[src/rtl/alu_seq_unit.sv]
// Sequential handshaked ALU for the 16-bit datapath.
// Single-cycle logic ops; MUL is shift-add and DIV is restoring, one step per clock.
module alu_seq_unit #(
  parameter int WIDTH = 16
) (
  input  logic             clk,
  input  logic             rst,
  input  logic             start,
  input  logic [WIDTH-1:0] A,
  input  logic [WIDTH-1:0] B,
  input  logic [2:0]       Opcode,
  output logic             busy,
  output logic             done,
  output logic [WIDTH-1:0] Result,
  output logic             ZERO,
  output logic             div_by_zero
);

  localparam int CW = (WIDTH > 2) ? $clog2(WIDTH) : 1;

  typedef enum logic [1:0] {
    S_IDLE = 2'd0,
    S_MUL  = 2'd1,
    S_DIV  = 2'd2
  } state_e;

  state_e           state_q, state_d;
  logic [WIDTH-1:0] a_q, a_d;
  logic [WIDTH-1:0] b_q, b_d;
  logic [WIDTH-1:0] acc_q, acc_d;
  logic [CW-1:0]    cnt_q, cnt_d;
  logic [WIDTH-1:0] res_q, res_d;
  logic             zero_q, zero_d;
  logic             dbz_q, dbz_d;
  logic             done_q, done_d;

  logic             wr;
  logic [WIDTH-1:0] wval;
  logic             wdbz;
  logic             last;
  logic [WIDTH-1:0] acc_step;
  logic [WIDTH:0]   rem_sh;
  logic [WIDTH:0]   rem_nx;
  logic             ge;

  assign last = (cnt_q == CW'(WIDTH - 1));

  always_ff @(posedge clk) begin
    if (rst) begin
      state_q <= S_IDLE;
      a_q     <= '0;
      b_q     <= '0;
      acc_q   <= '0;
      cnt_q   <= '0;
      res_q   <= '0;
      zero_q  <= 1'b0;
      dbz_q   <= 1'b0;
      done_q  <= 1'b0;
    end else begin
      state_q <= state_d;
      a_q     <= a_d;
      b_q     <= b_d;
      acc_q   <= acc_d;
      cnt_q   <= cnt_d;
      res_q   <= res_d;
      zero_q  <= zero_d;
      dbz_q   <= dbz_d;
      done_q  <= done_d;
    end
  end

  always_comb begin
    state_d  = state_q;
    a_d      = a_q;
    b_d      = b_q;
    acc_d    = acc_q;
    cnt_d    = cnt_q;
    res_d    = res_q;
    zero_d   = zero_q;
    dbz_d    = dbz_q;
    done_d   = 1'b0;
    wr       = 1'b0;
    wval     = '0;
    wdbz     = 1'b0;
    acc_step = acc_q + (b_q[0] ? a_q : '0);
    rem_sh   = {acc_q, a_q[WIDTH-1]};
    ge       = (rem_sh >= {1'b0, b_q});
    rem_nx   = ge ? (rem_sh - {1'b0, b_q}) : rem_sh;

    unique case (state_q)
      S_IDLE: begin
        if (start) begin
          unique case (Opcode)
            3'b000: begin wr = 1'b1; wval = A + B; end
            3'b001: begin wr = 1'b1; wval = A - B; end
            3'b010: begin
              a_d     = A;
              b_d     = B;
              acc_d   = '0;
              cnt_d   = '0;
              state_d = S_MUL;
            end
            3'b011: begin
              if (B == '0) begin
                wr   = 1'b1;
                wval = '1;
                wdbz = 1'b1;
              end else begin
                a_d     = A;
                b_d     = B;
                acc_d   = '0;
                cnt_d   = '0;
                state_d = S_DIV;
              end
            end
            3'b100: begin wr = 1'b1; wval = A | B; end
            3'b101: begin wr = 1'b1; wval = ~(A | B); end
            3'b110: begin wr = 1'b1; wval = ~(A & B); end
            3'b111: begin wr = 1'b1; wval = '0; end
          endcase
        end
      end
      S_MUL: begin
        acc_d = acc_step;
        a_d   = a_q << 1;
        b_d   = b_q >> 1;
        cnt_d = cnt_q + CW'(1);
        if (last) begin
          wr      = 1'b1;
          wval    = acc_step;
          state_d = S_IDLE;
        end
      end
      S_DIV: begin
        // quotient bits shift into a_q as dividend bits leave its MSB
        acc_d = rem_nx[WIDTH-1:0];
        a_d   = {a_q[WIDTH-2:0], ge};
        cnt_d = cnt_q + CW'(1);
        if (last) begin
          wr      = 1'b1;
          wval    = {a_q[WIDTH-2:0], ge};
          state_d = S_IDLE;
        end
      end
      default: state_d = S_IDLE;
    endcase

    if (wr) begin
      res_d  = wval;
      zero_d = (wval == '0);
      dbz_d  = wdbz;
      done_d = 1'b1;
    end
  end

  assign busy        = (state_q != S_IDLE);
  assign done        = done_q;
  assign Result      = res_q;
  assign ZERO        = zero_q;
  assign div_by_zero = dbz_q;

endmodule

[config.mk]
export PLATFORM = sky130hd
export DESIGN_NAME = alu_seq_unit
export DESIGN_NICKNAME = d
export VERILOG_FILES = /design/src/rtl/alu_seq_unit.sv
export SDC_FILE = /design/constraint.sdc
export NUM_CORES = 1
export LEC_CHECK = 0
export ABC_AREA = 0
export BUFFER_PORTS_ARGS = -buffer_cell sky130_fd_sc_hd__buf_4
export CAP_MARGIN = 40
export CORE_UTILIZATION = 30
export DETAILED_ROUTE_END_ITERATION = 7
export PLACE_DENSITY_LB_ADDON = 0.1
export SYNTH_ARGS = -nofsm -noshare
export SYNTH_HDL_FRONTEND = slang
export SYNTH_SLANG_ARGS = --single-unit
[constraint.sdc]
create_clock -name clk -period 8.1 [get_ports clk]
set_input_delay 1.215 -clock clk [delete_from_list [all_inputs] [get_ports clk]]
set_output_delay 1.215 -clock clk [all_outputs]
set_load 0.005 [all_outputs]
### Word-level counts from Yosys, hierarchy flattened

Index checks and enable logic that the tools add are counted.

| storage, ports and cells | value |
|---|---|
| register bits after elaboration | 73 |
| input bits | 38 |
| output and inout bits | 20 |
| word-level logic and storage cells | 85 |

| operators by class | value |
|---|---|
| add/sub/neg operators | 5 |
| $lt $le $gt $ge | 1 |
| equal/unequal tests | 14 |
| multiplexer cells | 38 |
| bitwise gates (word level) | 4 |
| reduce and logical (&&, ||, !) cells | 14 |

Operators by type and width:

| cell | count |
|---|---|
| $mux W16 | 12 |
| $pmux W16 S3 | 3 |
| $pmux W16 S2 | 4 |
| $pmux W16 S6 | 1 |
| $add A16 B16 Y16 | 2 |
| $logic_not A16 Y1 | 2 |
| $not A16 Y16 | 2 |
| $sub A16 B16 Y16 | 2 |
| $ge A17 B16 Y1 | 1 |
| $and A16 B16 Y16 | 1 |
| $or A16 B16 Y16 | 1 |
| $pmux W4 S2 | 2 |
| $reduce_and A4 Y1 | 4 |
| $eq A3 B3 Y1 const B | 4 |
| $mux W4 | 2 |
| $pmux W2 S2 | 2 |
| $mux W1 | 7 |
| $eq A3 B2 Y1 const B | 2 |
| $mux W2 | 3 |
| $reduce_bool A2 Y1 | 3 |
| $reduce_or A6 Y1 | 1 |
| $add A4 B1 Y4 const B | 1 |
| $eq A4 B4 Y1 const B | 1 |
| $pmux W1 S2 | 2 |
| 11 further kinds | 11 |

### Longest topological paths before layout

Gate-level depths: netlist of run 1.

| logic depth | value |
|---|---|
| depth after elaboration | 6 |
| mapped depth | 17 |
| mapped depth without buffers | 16 |

### Least setup slack after synthesis of run 1

No wires, ideal clock.

| timing | value |
|---|---|
| kind | input -> register |
| start point | input Opcode[0] |
| end point | register zero_q, in the netlist ZERO |
| setup time | 59 ps |
| arrival | 4631 ps |
| required time | 8041 ps |
| slack | 3410 ps |
| cell stages on the path | 17 |
| buffers on the path | 4 |
| path through | clkbuf_1 -> clkbuf_1 -> clkbuf_1 -> and2_1 -> clkbuf_1 -> nor2_1 -> xnor2_1 -> ha_1 -> a21o_1 -> or3_1 -> o22ai_1 -> nor3_1 -> a311o_1 -> a221oi_1 -> o21ai_0 -> nor4_1 -> a31o_1 |

| between the ends | value |
|---|---|
| word-level cells in the longest chain between the ends | 5 |
| elaborated cells between the ends (all ways) | 15 |
| classes of those cells | 6 x eq/ne; 6 x mux; 3 x reduce/logical |

Ends and longest elaborated chain:

| what | line | text |
|---|---|---|
| from (decl) | 11 | `input logic [2:0] Opcode,` |
| $eq A3 B3 Y1 (tied with other cells) | 93 | `unique case (Opcode)` |
| $pmux W16 S6 or $reduce_or A6 Y1 (tied branches) | -- |  |
| $mux W16 or $pmux W1 S2 (tied branches) | 92, 93 |  |
| $pmux W16 S3 or $mux W1 (tied branches) | 90, 92 |  |
| $logic_not A16 Y1 or $pmux W1 S2 (tied branches) | 150, 90 |  |
| to (signal assigned) | 66 | `zero_q <= zero_d;` |
| to (decl) | 33 | `logic zero_q, zero_d;` |

Several ways; a longest one is shown, not always the timed one.
A chain may end at the register's enable or synchronous reset.

### Final worst setup path of run 1

| timing | value |
|---|---|
| start point | input Opcode[1] |
| end point | register zero_q, in the netlist ZERO |

Same word-level chain as after synthesis.

==> results of run 1 <==
## final timing paths
kind                  start   endpoint  slack (ps)  cells after the start
hold reg to reg    cnt_q[1]   cnt_q[1]         480                      2
hold / removal     cnt_q[1]   cnt_q[1]         480                      2
setup reg to reg     b_q[0]  acc_q[15]        4160                     11
setup / recovery  Opcode[1]       ZERO        3270                     15
## registers in the layout, indices dropped and copies added, names as in the netlist
register,cells
b_q,16
a_q,16
Result,16
div_by_zero,1
cnt_q,4
done,1
state_q,2
acc_q,16
ZERO,1
## power by group through the flow
stage / registers [W] / logic [W] / clock network (W)
6_report: 0.000426 / 0.000649 / 0.000475
5_1_grt: 0.000432 / 0.000714 / 0.000500
4_1_cts: 0.000427 / 0.000651 / 0.000485
3_5_place_dp: 0.000435 / 0.000647 / 0
3_3_place_gp: 0.000435 / 0.000624 / 0
2_1_floorplan: 0.000423 / 0.000445 / 0
## per-stage QoR
step                hold slack [ps]  total power [W]    util  setup WS (ps)  area (sq um)
global route                  528.2         0.001646  0.3535           2945          8102
floorplan                     449.2        0.0008671       -           3410          7087
detailed placement            470.4         0.001083  0.3387           3017          7761
CTS                           479.3         0.001563  0.3535           3353          8102
global placement              460.1         0.001059  0.3363           3055          7706
finish                        483.4         0.001550  0.3535           3272          8102
## layout make-up
cell class / count / area, sq um / share of cell area
well taps: 313 / 391.6 / 0.04834
multi-input cells: 757 / 5215 / 0.6437
clock inverters: 6 / 115.1 / 0.01421
repair buffers: 64 / 520.5 / 0.06425
flip-flops and latches: 73 / 1461 / 0.1804
clock buffers: 9 / 225.2 / 0.02780
inverters: 46 / 172.7 / 0.02131
## routing by layer
metal,up-vias,track usage,share of wire
met5,-,0,0
met4,0,0.06863,0.023
met3,31,0.02917,0.039
met2,178,0.3393,0.43
met1,3318,0.3255,0.50
li1,3508,-,-
## cells by family (layout without fill, tap and decap cells)
group                      Yosys count  count (layout)
and+or+nand+nor                    311             311
AOI/OAI and AO/OA                  306             306
buffers and inverters               99             125
DFF                                 73              73
adders and majority gates           58              58
xor gates and xnor gates            48              48
muxes                               34              34
## worst max-delay path: stages
cell and delay (ps):
buf_4 360, nor2_1 190, nand2_1 280, o21ai_0 160
xor2_1 170, ha_1 350, a21o_1 230, or3_1 330
o22ai_1 300, nor3_1 90, a311o_1 340, a221oi_1 290
o21ai_0 200, nor4_1 390, a31o_1 180
## layout by cell type (no fill, tap or decap), types with 7 or more instances in the layout
cell type	instances
a21oi_1	71
buf_4	62
nand3_1	18
a31oi_1	7
a221oi_1	19
nor2_1	98
mux2i_1	34
nand4_1	7
or4_1	14
xor2_1	19
dfxtp_1	73
ha_1	55
nand2b_1	11
o21a_1	12
o21ai_0	57
and2_1	21
a211oi_1	33
and3_1	11
o2111ai_1	11
nor3_1	29
xnor2_1	29
inv_1	46
a21o_1	18
clkbuf_16	9
nand2_1	58
==> qor.csv, run 1 <==
stage;metric;value;unit
run_status;status;complete, no violations;
routing;drc_errors;0;
routing;wl;26520;um
clock_network;postCtsSetupBuffers;0;
synthesis;muxShareOfSynthArea;0.04802;
sta;tns;0;ps
clock_network;cts_tree;done;
synthesis;post_synth_inst_count;929;
floorplan;core;0.02292;sq mm
synthesis;synth.most_common_cell;nor2_1;
critical_path;critical_path_arrival;5120;ps
final_layout;area_growth;14.32;%
power;vdd_drop_max;0.00008470;V
synthesis;yosysTopAreaCellShare;0.2062;
synthesis;synth_commonest_cells;nor2_1 (98), dfxtp_1 (73), a21oi_1 (71);
power;p_int;0.0009569;W
clock_network;cts_buffers;9;
placement;gp_congestion;0.9152;
power;power.density;191.4;mW/mm^2
synthesis;synth_area_leaders;dfxtp_1 (21%), ha_1 (9.7%), nor2_1 (5.2%);
routing;vias_per_cell;5.548;
clock_network;cts.path.max_buffers;2;
grt;grt_overflow;0;
critical_path;path_max_fanout;52;
floorplan;io_pins;58;
critical_path;path_class;in -> reg;
synthesis;synth_area_per_cell;7.628;sq um
power;leakagePower;3.275;nW
clock_network;cts_root_buf;clkbuf_16;
synthesis;synthArstFlopShare;0;
sta;layout_worst_path_cycle_share;0.5960;
final_layout;drive_gt1_frac;0.1089;
routing;dr.pass1.iters;5;
routing;wire_per_inst;20.92;um
sta;relSlewSlack;0.4363;
routing;antenna_left;0;
clock_network;htree_num_levels;3;
synthesis;synthFlopType;dfxtp_1;
power;power_switching;0.0005935;W
placement;place_inst;1253;
sta;period_needed;4828;ps
critical_path;cp-end-kind;flop;
placement;io_buffers;57;
clock_network;hold_buffers;0;
floorplan;rows;55;
final_layout;fill_cells;2444;
final_layout;fin_nets;1047;
synthesis;synth_xor_area_frac;0.05932;
synthesis;synth-seq-cells;73;
hold_path;min_path_type;reg -> reg;
grt;grt_pass1_wl;40610;um
final_layout;diodes;0;
grt;grt_pass1_vias;6735;
final_layout;fin_cells;1268;
sta;finClkSkew;11.48;ps
grt;antenna_found_initial;0;
floorplan;die_w;155.7;um
flow_run;maxCapViolations;0;
synthesis;ys_seq_area_frac;0.2062;
synthesis;synth-edff-count;0;
synthesis;synth_top_family_by_area;compound AO/OA/AOI/OAI gates;
sta;rsz0062_at_grt;false;
floorplan;die_h;155.7;um
routing;initialDrtViolationCount;532;
critical_path;cp.required;8390;ps
synthesis;yosys_warnings;0;
grt;grtUsageTotal;0.2237;
synthesis;yosys.cell_types.count;75;
power;seqPwrFrac;0.275;
sta;maxSlewViolCount;0;
critical_path;worst_setup_path_start_kind;input pin;
power;clkPwrFrac;0.306;
floorplan;start_util;0.3093;
synthesis;synth_compound_area_frac;0.2978;
clock_network;cts_resized;0;
sta;hold_viol_final;0;
synthesis;syn_nets;1025;
clock_network;numClockSinks;73;
routing;via_count;7035;
sta;setup_viol;0;
placement;dp_hpwl;20930;um
floorplan;die_area;0.02424;sq mm
sta;worst_pin_slew;824.2;ps
grt;grt_start_max_net_pins;60;
sta;fmax;0.2071;GHz
synthesis;synth_simple_gate_area_frac;0.2246;
power;switching_share;0.3828;
synthesis;synth_fa_ha_area_frac;0.1056;
clock_network;clkTransAtPathRegs;60;ps
synthesis;synth_largest_area_cell;dfxtp_1;
synthesis;syn_area;0.007087;sq mm
power;pwr-share-comb;0.419;
clock_network;clock_latency;350;ps
No activity file was read; power rests on OpenSTA's default activity.
==> run 2, diff against run 1 <==
Clock period 8.1 ns to 4.2 ns, I/O delays scaled along.
==> run 2 against run 1 <==
First-iteration DRC count down 13%. Utilization up 0.92 points. Total power up 85%. Register-to-register slack worse by 3600 ps. Sequential cell count unchanged. Hold slack worse by 13 ps. Largest power group unchanged. Highest routed layer unchanged.
==> qor.csv, run 2 (same netlist as run 1, synthesis figures left out) <==
stage;metric;value;unit;change
run_status;status;complete, no violations;;
sta;hold_viol_final;0;;unchanged
clock_network;hold_buffers;0;;unchanged
sta;layout_worst_path_cycle_share;0.9159;;
floorplan;core;0.02292;sq mm;unchanged
final_layout;final_cell_mix;buf_4 (102), nor2_1 (98), dfxtp_1 (73), a21oi_1 (71), nand2_1 (58);;
final_layout;area_growth;17.30;%;
grt;antenna_found_initial;0;;unchanged
grt;grt_start_max_net_pins;60;;unchanged
critical_path;path_max_fanout;6;;-88%
power;vdd_drop_max;0.0001634;V;+93%
floorplan;die_w;155.7;um;unchanged
clock_network;clock_latency;360;ps;about the same
clock_network;htree_num_levels;3;;unchanged
floorplan;die_area;0.02424;sq mm;unchanged
critical_path;critical_path_arrival;4150;ps;-970 ps
routing;initialDrtViolationCount;464;;-13%
flow_run;maxCapViolations;0;;unchanged
routing;via_count;7182;;+2.1%
sta;rsz0062_at_grt;false;;
clock_network;numClockSinks;73;;unchanged
placement;dp_hpwl;21370;um;+2.1%
grt;grt_pass1_vias;6861;;+1.9%
floorplan;die_h;155.7;um;unchanged
clock_network;cts_buffers;9;;unchanged
floorplan;rows;55;;unchanged
critical_path;cp_slowest_stage_delay;450;ps;+60 ps
power;leakagePower;3.431;nW;+4.7%
critical_path;crit_slowest_cell;a221oi_1;;
final_layout;multi_input_area;0.005215;sq mm;unchanged
final_layout;final_common_cell;buf_4;;
final_layout;drive_gt1_frac;0.1447;;+0.03582
sta;maxSlewViolCount;0;;unchanged
placement;gp_congestion;0.9207;;+0.60%
hold_path;min_path_type;reg -> reg;;
critical_path;path_class;in -> reg;;
routing;vias_per_cell;5.491;;-1.0%
routing;wl;26610;um;+0.32%
sta;worst_pin_slew;895.7;ps;+71.44 ps
routing;drc_errors;0;;unchanged
sta;fmax;0.2600;GHz;
clock_network;cts_root_buf;clkbuf_16;;
floorplan;io_pins;58;;unchanged
clock_network;cts_resized;0;;unchanged
critical_path;worst_setup_path_start_kind;input pin;;
sta;relSlewSlack;0.4007;;-0.03562
final_layout;diodes;0;;unchanged
sta;holdWs;470.3;ps;-13.10 ps
critical_path;crit_chain;buf_4 > nor2_1 > nand2_1 > o21ai_0 > xor2_1 > ha_1 > a21o_1 > or3_1 > o22ai_1 > nor3_1 > a311o_1 > a221oi_1 > o21ai_0 > nor4_1 > a31o_1;;
final_layout;fin_nets;1086;;+3.7%
placement;io_buffers;57;;unchanged
critical_path;cp-end-kind;flop;;
sta;finClkSkew;13.52;ps;+2.042 ps
clock_network;cts_tree;done;;
clock_network;cts.path.max_buffers;2;;unchanged
final_layout;fill_cells;2427;;-0.70%
final_layout;register_area;0.001461;sq mm;unchanged
power;power.density;345.8;mW/mm^2;+81%
clock_network;postCtsSetupBuffers;0;;unchanged
routing;antenna_left;0;;unchanged
sta;period_needed;3847;ps;
sta;setup_viol;0;;unchanged
floorplan;start_util;0.3093;;unchanged
critical_path;critPathMostFrequentCell;o21ai_0;;
sta;tns;0;ps;unchanged
routing;wire_per_inst;20.34;um;-2.7%
hold_path;whs_path_depth;2;;unchanged
routing;dr.pass1.iters;5;;unchanged
clock_network;clkTransAtPathRegs;70;ps;about the same
grt;grt_pass1_wl;41330;um;+1.8%
critical_path;rr_worst_depth;12;;+1
grt;grt_overflow;0;;unchanged
critical_path;cp.required;4500;ps;-3890 ps
grt;grtUsageTotal;0.2261;;+0.002439
==> run 2: area by class of cell <==
type,instances,share of cell area
multi-input cells,757,0.6273
repair buffers,103,0.09452
flip-flops and latches,73,0.1758
well taps,313,0.04711
inverters,46,0.02077
clock inverters,7,0.007375
clock buffers,9,0.02709
==> run 2: worst max-delay path: cells and delay by family <==
kind	cells	cell delay, ps
compound gates	7	1760
simple gates	5	1200
fa+ha+maj	1	260
xor+xnor	1	170
buf+inv	1	120
==> run 2: path summary, 6_finish.rpt <==
check / startpoint / endpoint / slack, ps
worst min register to register: div_by_zero / div_by_zero / 470
worst max-delay path: Opcode[2] / ZERO / 350
worst min-delay path: div_by_zero / div_by_zero / 470
worst max register to register: b_q[0] / acc_q[15] / 540
==> run 2: per-stage QoR <==
step | util | std cells | worst slack, ps | area, sq um | total power, W
2_1_floorplan | - | 929 | 95.34 | 7087 | 0.001672
3_3_place_gp | 0.3503 | 1292 | 52.26 | 8026 | 0.002112
3_5_place_dp | 0.3503 | 1292 | 65.28 | 8026 | 0.002106
4_1_cts | 0.3628 | 1308 | 432.7 | 8313 | 0.002890
5_1_grt | 0.3628 | 1308 | 147.2 | 8313 | 0.003069
6_report | 0.3628 | 1308 | 353.3 | 8313 | 0.002874
==> run 2: layer usage <==
metal | vias up | global-route usage | part of all wire
li1 | 3586 | - | -
met1 | 3393 | 0.3182 | 0.49
met2 | 171 | 0.3530 | 0.44
met3 | 32 | 0.03194 | 0.041
met4 | 0 | 0.07283 | 0.026
met5 | - | 0 | 0
==> run 2: report_power, final <==
group | leakage [nW] | switching [W] | internal (W) | total [W]
clock network | 0.135 | 0.000362 | 0.000412 | 0.000774
registers | 0.595 | 0.0000661 | 0.000758 | 0.000824
logic | 2.70 | 0.000755 | 0.000521 | 0.00128
